==> src/rtl/chunked_add_pkg.sv <==
// chunked_add_pkg: shared types and constants for the chunked sequential adder.
//   state_e         - sequencer state encoding (idle / run / done)
//   DefaultWidth    - default operand width
//   DefaultChunk    - default slice width fed to the chunk adder per cycle
//   calc_nchunk     - number of slices in one operand
//   calc_idx_width  - width of the slice index (at least 1 bit)
package chunked_add_pkg;

  typedef enum logic [1:0] {
    StIdle = 2'd0,
    StRun  = 2'd1,
    StDone = 2'd2
  } state_e;

  localparam int unsigned DefaultWidth = 16;
  localparam int unsigned DefaultChunk = 4;

  function automatic int unsigned calc_nchunk(input int unsigned width, input int unsigned chunk);
    return width / chunk;
  endfunction

  function automatic int unsigned calc_idx_width(input int unsigned nchunk);
    return (nchunk > 1) ? int'($clog2(nchunk)) : 1;
  endfunction

endpackage

==> src/rtl/chunked_add_seq_if.sv <==
// chunked_add_seq_if: operand/result handshake bundle for chunked_add_seq.
//   in_valid/in_ready   - operand handshake (a, b, c_in)
//   out_valid/out_ready - result handshake (sum, c_out, ovf when present)
//   busy                - sequencer is in run or done
// Optional: CHUNKED_ADD_OVF_EN adds the signed-overflow flag ovf.
interface chunked_add_seq_if #(
  parameter int unsigned WIDTH = chunked_add_pkg::DefaultWidth
);
  logic             in_valid;
  logic             in_ready;
  logic [WIDTH-1:0] a;
  logic [WIDTH-1:0] b;
  logic             c_in;
  logic             out_valid;
  logic             out_ready;
  logic [WIDTH-1:0] sum;
  logic             c_out;
  logic             busy;
`ifdef CHUNKED_ADD_OVF_EN
  logic             ovf;

  modport master (
    output in_valid, a, b, c_in, out_ready,
    input  in_ready, out_valid, sum, c_out, busy, ovf
  );
  modport slave (
    input  in_valid, a, b, c_in, out_ready,
    output in_ready, out_valid, sum, c_out, busy, ovf
  );
`else
  modport master (
    output in_valid, a, b, c_in, out_ready,
    input  in_ready, out_valid, sum, c_out, busy
  );
  modport slave (
    input  in_valid, a, b, c_in, out_ready,
    output in_ready, out_valid, sum, c_out, busy
  );
`endif
endinterface

==> src/rtl/chunk_adder.sv <==
// chunk_adder: combinational CHUNK-bit ripple adder built from per-bit full adders.
//   a, b   - slice operands
//   c_in   - carry into bit 0
//   s      - slice sum
//   c_out  - carry out of the slice MSB
module chunk_adder #(
  parameter int unsigned CHUNK = 4
) (
  input  logic [CHUNK-1:0] a,
  input  logic [CHUNK-1:0] b,
  input  logic             c_in,
  output logic [CHUNK-1:0] s,
  output logic             c_out
);

  // Each stage owns its carry signals so the chain is not one self-dependent vector.
  for (genvar i = 0; i < CHUNK; i++) begin : g_fa
    logic w_ci;
    logic w_co;
    if (i == 0) begin : g_first
      assign w_ci = c_in;
    end else begin : g_next
      assign w_ci = g_fa[i-1].w_co;
    end
    assign s[i] = a[i] ^ b[i] ^ w_ci;
    assign w_co = (a[i] & b[i]) | (w_ci & (a[i] ^ b[i]));
  end

  assign c_out = g_fa[CHUNK-1].w_co;

endmodule

==> src/rtl/chunked_add_seq.sv <==
// chunked_add_seq: multi-cycle WIDTH-bit adder that walks one CHUNK-bit slice per cycle
// through a single chunk_adder, least significant slice first, carrying between slices.
//   clk  - rising-edge clock
//   rst  - synchronous active-high reset
//   bus  - chunked_add_seq_if slave: operand handshake in, result handshake out, busy
// Optional: define CHUNKED_ADD_OVF_EN to produce bus.ovf (two's-complement overflow).
module chunked_add_seq
  import chunked_add_pkg::*;
#(
  parameter int unsigned WIDTH = DefaultWidth,
  parameter int unsigned CHUNK = DefaultChunk
) (
  input  logic             clk,
  input  logic             rst,
  chunked_add_seq_if.slave bus
);

  localparam int unsigned NCHUNK  = calc_nchunk(WIDTH, CHUNK);
  localparam int unsigned IDXW    = calc_idx_width(NCHUNK);
  localparam logic [IDXW-1:0] IdxLast = IDXW'(NCHUNK - 1);

  state_e           r_state;
  logic [WIDTH-1:0] r_a;
  logic [WIDTH-1:0] r_b;
  logic [WIDTH-1:0] r_sum;
  logic             r_carry;
  logic             r_c_out;
  logic             r_in_ready;
  logic             r_out_valid;
  logic             r_busy;
  logic [IDXW-1:0]  r_idx;

  logic [CHUNK-1:0] w_sa;
  logic [CHUNK-1:0] w_sb;
  logic [CHUNK-1:0] w_ss;
  logic             w_sc;

  assign w_sa = r_a[r_idx*CHUNK +: CHUNK];
  assign w_sb = r_b[r_idx*CHUNK +: CHUNK];

  chunk_adder #(
    .CHUNK (CHUNK)
  ) u_chunk_adder (
    .a     (w_sa),
    .b     (w_sb),
    .c_in  (r_carry),
    .s     (w_ss),
    .c_out (w_sc)
  );

`ifdef CHUNKED_ADD_OVF_EN
  logic r_ovf;
  logic w_ovf;
  // Carry into the MSB is recovered from the MSB's own sum bit: a ^ b ^ s.
  assign w_ovf   = w_sa[CHUNK-1] ^ w_sb[CHUNK-1] ^ w_ss[CHUNK-1] ^ w_sc;
  assign bus.ovf = r_ovf;
`endif

  always_ff @(posedge clk) begin
    if (rst) begin
      r_state     <= StIdle;
      r_a         <= '0;
      r_b         <= '0;
      r_sum       <= '0;
      r_carry     <= 1'b0;
      r_c_out     <= 1'b0;
      r_in_ready  <= 1'b1;
      r_out_valid <= 1'b0;
      r_busy      <= 1'b0;
      r_idx       <= '0;
`ifdef CHUNKED_ADD_OVF_EN
      r_ovf       <= 1'b0;
`endif
    end else begin
      unique case (r_state)
        StIdle: begin
          if (bus.in_valid && r_in_ready) begin
            r_a        <= bus.a;
            r_b        <= bus.b;
            r_carry    <= bus.c_in;
            r_idx      <= '0;
            r_in_ready <= 1'b0;
            r_busy     <= 1'b1;
            r_state    <= StRun;
          end
        end
        StRun: begin
          r_sum[r_idx*CHUNK +: CHUNK] <= w_ss;
          r_carry <= w_sc;
          r_idx   <= r_idx + 1'b1;
          if (r_idx == IdxLast) begin
            r_c_out     <= w_sc;
`ifdef CHUNKED_ADD_OVF_EN
            r_ovf       <= w_ovf;
`endif
            r_out_valid <= 1'b1;
            r_state     <= StDone;
          end
        end
        StDone: begin
          if (bus.out_ready) begin
            r_out_valid <= 1'b0;
            r_in_ready  <= 1'b1;
            r_busy      <= 1'b0;
            r_state     <= StIdle;
          end
        end
        default: r_state <= StIdle;
      endcase
    end
  end

  assign bus.in_ready  = r_in_ready;
  assign bus.out_valid = r_out_valid;
  assign bus.sum       = r_sum;
  assign bus.c_out     = r_c_out;
  assign bus.busy      = r_busy;

endmodule

==> src/flat_wrapper.sv <==
// flat-port wrapper written by rule: the top's interface ports become plain ports
module chunked_add_seq_flat import chunked_add_pkg::*;
#(
  parameter int unsigned WIDTH = DefaultWidth,
  parameter int unsigned CHUNK = DefaultChunk
)
  (clk, rst, bus_in_valid, bus_a, bus_b, bus_c_in, bus_out_ready, bus_in_ready, bus_out_valid, bus_sum, bus_c_out, bus_busy);
  chunked_add_seq_if #(.WIDTH(WIDTH)) bus_i ();
  input  logic clk;
  input  logic rst;
  input wire logic [$bits(bus_i.in_valid)-1:0] bus_in_valid;
  input wire logic [$bits(bus_i.a)-1:0] bus_a;
  input wire logic [$bits(bus_i.b)-1:0] bus_b;
  input wire logic [$bits(bus_i.c_in)-1:0] bus_c_in;
  input wire logic [$bits(bus_i.out_ready)-1:0] bus_out_ready;
  output wire logic [$bits(bus_i.in_ready)-1:0] bus_in_ready;
  output wire logic [$bits(bus_i.out_valid)-1:0] bus_out_valid;
  output wire logic [$bits(bus_i.sum)-1:0] bus_sum;
  output wire logic [$bits(bus_i.c_out)-1:0] bus_c_out;
  output wire logic [$bits(bus_i.busy)-1:0] bus_busy;
  assign bus_i.in_valid = bus_in_valid;
  assign bus_i.a = bus_a;
  assign bus_i.b = bus_b;
  assign bus_i.c_in = bus_c_in;
  assign bus_i.out_ready = bus_out_ready;
  assign bus_in_ready = bus_i.in_ready;
  assign bus_out_valid = bus_i.out_valid;
  assign bus_sum = bus_i.sum;
  assign bus_c_out = bus_i.c_out;
  assign bus_busy = bus_i.busy;
  chunked_add_seq #(.WIDTH(WIDTH), .CHUNK(CHUNK)) u_core (.clk(clk), .rst(rst), .bus(bus_i));
endmodule
==> config.mk <==
export PLATFORM = sky130hd
export DESIGN_NAME = chunked_add_seq_flat
export DESIGN_NICKNAME = d
export VERILOG_FILES = /design/src/rtl/chunked_add_pkg.sv /design/src/rtl/chunked_add_seq_if.sv /design/src/rtl/chunk_adder.sv /design/src/rtl/chunked_add_seq.sv /design/src/flat_wrapper.sv
export SDC_FILE = /design/constraint.sdc
export NUM_CORES = 1
export LEC_CHECK = 0
export ABC_AREA = 1
export CORE_MARGIN = 2
export CORE_UTILIZATION = 25
export CTS_CLUSTER_DIAMETER = 120
export DETAILED_ROUTE_END_ITERATION = 8
export GPL_TIMING_DRIVEN = 0
export REMOVE_ABC_BUFFERS = 1
export SYNTH_ARGS = -nofsm -noshare
export SYNTH_HDL_FRONTEND = slang
export SYNTH_SLANG_ARGS = --single-unit
export TNS_END_PERCENT = 50
==> constraint.sdc <==
create_clock -name clk -period 3.1 [get_ports clk]
set_input_delay 0.62 -clock clk [delete_from_list [all_inputs] [get_ports clk]]
set_output_delay 0.62 -clock clk [all_outputs]
set_load 0.02 [all_outputs]
==> impl_metrics.csv, run 1 <==
group,metric,value,unit
synthesis,synthTopCellsByCount,"106 x nor2_1, 57 x dfxtp_1, 56 x o21ai_0",
global_route,grt_pass1_vias,2278,
floorplan,rows,36,
outcome,status,"completed",
cts,cts_hold_buffers,0,
floorplan,die-area,11100,sq um
sta,max_slew_margin,21.6,%
routing,drt-initial-drc-count,65,
cts,clock_path_buffers,2,
synthesis,yosys.area_share.simple,25.7,%
floorplan,die_h,105,um
sta,finClkSkew,0.00601,ns
floorplan,io-pin-count,57,
synthesis,ys_async_sr_fraction,0,%
cts,clk_pin_slew,0.06,ns
synthesis,yosys.cell_types.count,20,
sta,tightest_slew,1.18,ns
routing,routed_wirelength,6170,um
routing,remaining_drc_errors,0,
sta,rsz0062_at_grt,"no",
final_layout,antennaDiodeCount,0,
global_route,grt_pass1_wl,10200,um
final_layout,n_fill_cell,1063,
global_route,grt-ovfl-total,0,
cts,cts_buffers,9,
synthesis,synthAdderAreaFrac,6.06,%
power,p_per_area,532,nW/um^2
power,p_leak,1.39,nW
critical_path,endpoint_kind,"register",
global_route,grt_max_degree,49,
critical_path,startpoint_type,"register",
synthesis,synth-seq-area-share,44.6,%
job,maxCapViolCount,0,
sta,setup_viol,0,
synthesis,synth_edf_count,0,
critical_path,crit_fanout,13,
synthesis,synth-seq-cells,57,
synthesis,synth_compound_gate_area_share,15.8,%
final_layout,final_nets,464,
routing,dr.pass1.iters,5,
cts,worstSkewPairLatency,0.34,ns
critical_path,worstPathArrival,3.08,ns
critical_path,worstPathRequired,3.33,ns
synthesis,yosysWarnings,0,
sta,hold_slack,0.468,ns
synthesis,syn_area_per_cell,7.00,sq um
synthesis,synth_top_area_share,44.6,%
cts,clock_sink_count,57,
sta,fmax,0.351,GHz
cts,clock-root-buffer,"clkbuf_8",
synthesis,synth_top_family_by_area,"simple AND/OR/NAND/NOR gates",
synthesis,ys.flop_type,"dfxtp_1",
final_layout,finalInstanceArea,3400,sq um
synthesis,synth_top_area_cell,"dfxtp_1",
routing,wl_per_cell,11.2,um
floorplan,fp.dieW,105,um
final_layout,area_growth,32.8,%
sta,fin_crit_sh,92.0,%
synthesis,synth_most_common_cell,"nor2_1",
routing,viasPerCell,4.26,
place,place_congestion,0.737,
power,ir_drop,0.204,mV
sta,fin_ws,0.248,ns
routing,vias,2351,
synthesis,muxShareOfSynthArea,0,%
place,io_buffers,56,
place,placedInstanceArea,3210,sq um
place,hpwlAfterDp,4300,um
cts,cts_tree,"done",
sta,hold_viol,0,
critical_path,crit_type,"register to register",
synthesis,netlist_instances,366,
floorplan,initial_core_util,26.0,%
sta,slew_viol_final,0,
final_layout,drive_above_1_share,5.25,%
routing,ant_nets,0,
synthesis,synth_xor_area_share,0,%
cts,htreeDepth,3,
worst_hold_path,hp-class,"register to register",
floorplan,coreArea,9860,sq um
sta,fin_crit,2.85,ns
synthesis,ys_top_cells_by_area,"dfxtp_1 45%, nor2_1 16%, o21ai_0 11%",
place,pre_cts_slack,-0.479,ns
final_layout,final_core_util,34.5,%
global_route,antenna_found_initial,0,
synthesis,syn-cell-area,2560,sq um
global_route,grt_use_total,11.7,%
layout by cell type, fill, tap and decap left out, drive strengths merged:
| cell | synthesis | final |
|---|---|---|
| a21oi | 16 | 16 |
| buf | 9 | 1 |
| clkbuf | 8 | 13 |
| clkdlybuf4s50 | 0 | 56 |
| dfxtp | 57 | 57 |
| fa | 4 | 4 |
| ha | 6 | 6 |
| inv | 33 | 34 |
| nand2 | 46 | 46 |
| nand3 | 10 | 10 |
| nor2 | 107 | 107 |
| nor3 | 4 | 4 |
| o21ai | 60 | 60 |
| o22ai | 4 | 4 |
| or2 | 1 | 1 |
logic make-up after synthesis:
family | count (synthesis)
buf+inv | 51
compound gates | 80
flops | 57
simple gates | 168
fa+ha+maj | 10
layout make-up:
class,count,area [sq um],area share [%]
inverter,34,133,3.90
timing repair buffer,57,568,16.7
tap,133,166,4.89
clock buffer,13,169,4.97
sequential,57,1150,33.7
multi-input combinational,258,1220,35.8
worst paths after layout:
path / end / slack, ns / from / cells past startpoint
min: u_core.bus.out_valid / 0.47 / u_core.bus.out_valid / 2
max: u_core.bus.sum[7] / 0.25 / u_core.r_idx[1] / 14
min reg2reg: u_core.bus.out_valid / 0.47 / u_core.bus.out_valid / 2
max reg2reg: u_core.bus.sum[7] / 0.25 / u_core.r_idx[1] / 14
sequential cells by signal, summed over array words and instances, names as in the netlist:
signal,cells
u_core.bus.sum,16
u_core.r_b,16
u_core.bus.busy,1
u_core.bus.out_valid,1
u_core.bus.in_ready,1
u_core.r_state,2
u_core.r_idx,2
u_core.bus.c_out,1
u_core.r_carry,1
u_core.r_a,16
layer usage:
layer  share of wire, %  GRT usage (%)  wire length (um)
met1                 47           13.1              2900
met2                 47           20.1              2890
met3                5.0           4.51               310
met4                1.1           4.19                70
met5                  0              0                 0
where the power goes:
part | switching, mW | total, mW | leakage [nW] | internal [mW]
combinational | 0.211 | 0.367 | 0.836 | 0.156
sequential | 0.0370 | 0.830 | 0.469 | 0.793
clock | 0.271 | 0.613 | 0.0875 | 0.342
worst max-delay path, cell delays in order (launching register included):
cell,delay [ns]
dfxtp_2,0.51
o21ai_0,0.14
nor2_1,0.11
a21oi_1,0.06
fa_1,0.42
fa_1,0.39
inv_1,0.09
fa_1,0.17
fa_1,0.45
nand2_1,0.13
nor2_1,0.07
nand2_1,0.07
nand2_1,0.05
inv_1,0.05
nor2_1,0.03
through the flow:
stage                     std cells  setup TNS, ns  power (mW)
after global placement          538          -1.72        1.20
after detailed placement        538          -2.16        1.21
after global routing            552              0        1.92
final                           552              0        1.81
after floorplan                 349              0        1.07
after CTS                       551              0        1.84
what timing repair did:
| item | 4_1_cts | 5_1_grt |
|---|---|---|
| setup endpoints to repair | 8 | 3 |
| buffers inserted | 0 | 1 |
| resized for setup | 4 | 3 |
| cloned | 0 | 0 |
No activity file was read; power rests on OpenSTA's default activity.
==> run 2: changes to the inputs <==
--- a/config.mk
+++ b/config.mk
@@ -6,11 +6,12 @@
 export NUM_CORES = 1
 export LEC_CHECK = 0
 export ABC_AREA = 1
-export CORE_MARGIN = 2
+export CORE_MARGIN = 4
 export CORE_UTILIZATION = 25
 export CTS_CLUSTER_DIAMETER = 120
 export DETAILED_ROUTE_END_ITERATION = 8
 export GPL_TIMING_DRIVEN = 0
+export MAX_ROUTING_LAYER = met4
 export REMOVE_ABC_BUFFERS = 1
 export SYNTH_ARGS = -nofsm -noshare
 export SYNTH_HDL_FRONTEND = slang
==> impl_metrics.csv, run 2 (synthesis results as in run 1) <==
group,metric,value,unit
final_layout,final_common_cell,"nor2_1",
place,placedInstanceArea,3210,sq um
global_route,grt_use_total,11.1,%
floorplan,die_h,109,um
routing,wl_per_cell,11.1,um
critical_path,crit_type,"register to register",
power,p_per_area,557,nW/um^2
routing,routed_wirelength,6160,um
critical_path,cp_slowest_cell,"fa_1",
place,hpwlAfterDp,4350,um
sta,finClkSkew,0.00579,ns
power,ir_drop,0.233,mV
final_layout,drive_above_1_share,5.92,%
routing,dr.pass1.iters,4,
cts,htreeDepth,3,
critical_path,reg2regPathDepth,15,
final_layout,final_nets,464,
global_route,grt_pass1_vias,2203,
sta,fin_ws,0.243,ns
cts,clock-root-buffer,"clkbuf_8",
floorplan,rows,36,
cts,clk_pin_slew,0.06,ns
routing,vias,2356,
floorplan,io-pin-count,57,
floorplan,fp.dieW,109,um
routing,ant_nets,0,
power,p_leak,1.41,nW
cts,cts_buffers,9,
sta,max_slew_margin,20.5,%
sta,fmax,0.350,GHz
final_layout,finalInstanceArea,3440,sq um
global_route,grt-ovfl-total,0,
outcome,status,"completed",
final_layout,area_growth,34.4,%
floorplan,coreArea,9860,sq um
critical_path,crit_path_max_incr_delay,0.45,ns
final_layout,antennaDiodeCount,0,
sta,tightest_slew,1.19,ns
sta,setup_viol,0,
job,maxCapViolCount,0,
critical_path,worstPathRequired,3.33,ns
sta,fin_crit,2.86,ns
critical_path,crit_fanout,21,
worst_hold_path,hold_depth,2,
global_route,antenna_found_initial,0,
final_layout,n_fill_cell,1058,
place,io_buffers,56,
sta,hold_viol,0,
sta,hold_slack,0.465,ns
cts,cts_tree,"done",
sta,slew_viol_final,0,
critical_path,worstPathArrival,3.09,ns
place,pre_cts_slack,-0.490,ns
critical_path,startpoint_type,"register",
critical_path,endpoint_kind,"register",
cts,clock_path_buffers,2,
cts,cts_hold_buffers,0,
final_layout,final_cell_mix,"106 x nor2_1, 56 x o21ai_0, 56 x clkdlybuf4s50_1",
cts,clock_sink_count,57,
routing,viasPerCell,4.25,
final_layout,stdcell_count,555,
sta,fin_crit_sh,92.2,%
place,place_congestion,0.766,
cts,worstSkewPairLatency,0.34,ns
floorplan,die-area,11900,sq um
routing,remaining_drc_errors,0,
worst_hold_path,hp-class,"register to register",
global_route,grt_max_degree,49,
critical_path,path_cells,"inv_4 > nor2_1 > nor2_1 > a21oi_2 > fa_1 > fa_1 > inv_1 > fa_1 > fa_1 > nand2_1 > nor2_1 > nand2_1 > nand2_1 > inv_1 > nor2_1",
routing,drt-initial-drc-count,53,
place,dp_cells,538,
global_route,grt_pass1_wl,9960,um
floorplan,initial_core_util,26.0,%
-- run 2: timing repair --
item | 4_1_cts | 5_1_grt
buffers inserted | 0 | 1
resized for setup | 4 | 4
endpoints found under the setup margin | 9 | 4
gates cloned | 0 | 0
pin swaps | 0 | 0
-- run 2: cell type report --
type	instances	area [sq um]	area share, %
inverter	34	133	3.85
clock inverter	2	35.0	1.02
tap	133	166	4.83
sequential	57	1150	33.3
timing repair buffer	57	568	16.5
multi-input combinational	258	1220	35.5
clock buffer	14	173	5.01
-- run 2: stage by stage --
stage | power (mW) | TNS [ns] | utilization (%)
floorplan | 1.07 | 0 | -
global placement | 1.20 | -1.73 | 32.6
detailed placement | 1.21 | -2.24 | 32.6
CTS | 1.94 | 0 | 34.8
global route | 2.03 | -0.000859 | 34.9
finish | 1.92 | 0 | 34.9
-- run 2: worst paths after layout --
| check | from | slack [ns] | endpoint |
|---|---|---|---|
| worst max-delay path | u_core.r_idx[0] | 0.24 | u_core.bus.sum[7] |
| worst min-delay path | u_core.bus.sum[15] | 0.46 | u_core.bus.sum[15] |
| worst max register to register | u_core.r_idx[0] | 0.24 | u_core.bus.sum[7] |
| worst min register to register | u_core.bus.sum[15] | 0.46 | u_core.bus.sum[15] |
-- run 2: power breakdown --
group / internal, mW / total (mW) / switching, mW
sequential: 0.793 / 0.830 / 0.0367
combinational: 0.156 / 0.366 / 0.210
clock: 0.436 / 0.721 / 0.285
-- run 2: worst max-delay path, delay by kind of cell (launching register included) --
family	cells	cell delay, ns
buf+inv	3	0.34
simple gates	7	0.53
fa+ha+maj	4	1.42
compound gates	1	0.05
flops	1	0.40
-- run 2: routing by layer --
layer  vias to the layer above  global-route usage (%)  wire length, um
met1                      1036                    12.6             2810
met4                         0                    4.81              110
met5                         -                       -                0
met3                        13                    3.79              346
li1                       1260                       -                -
met2                        47                    17.6             2900
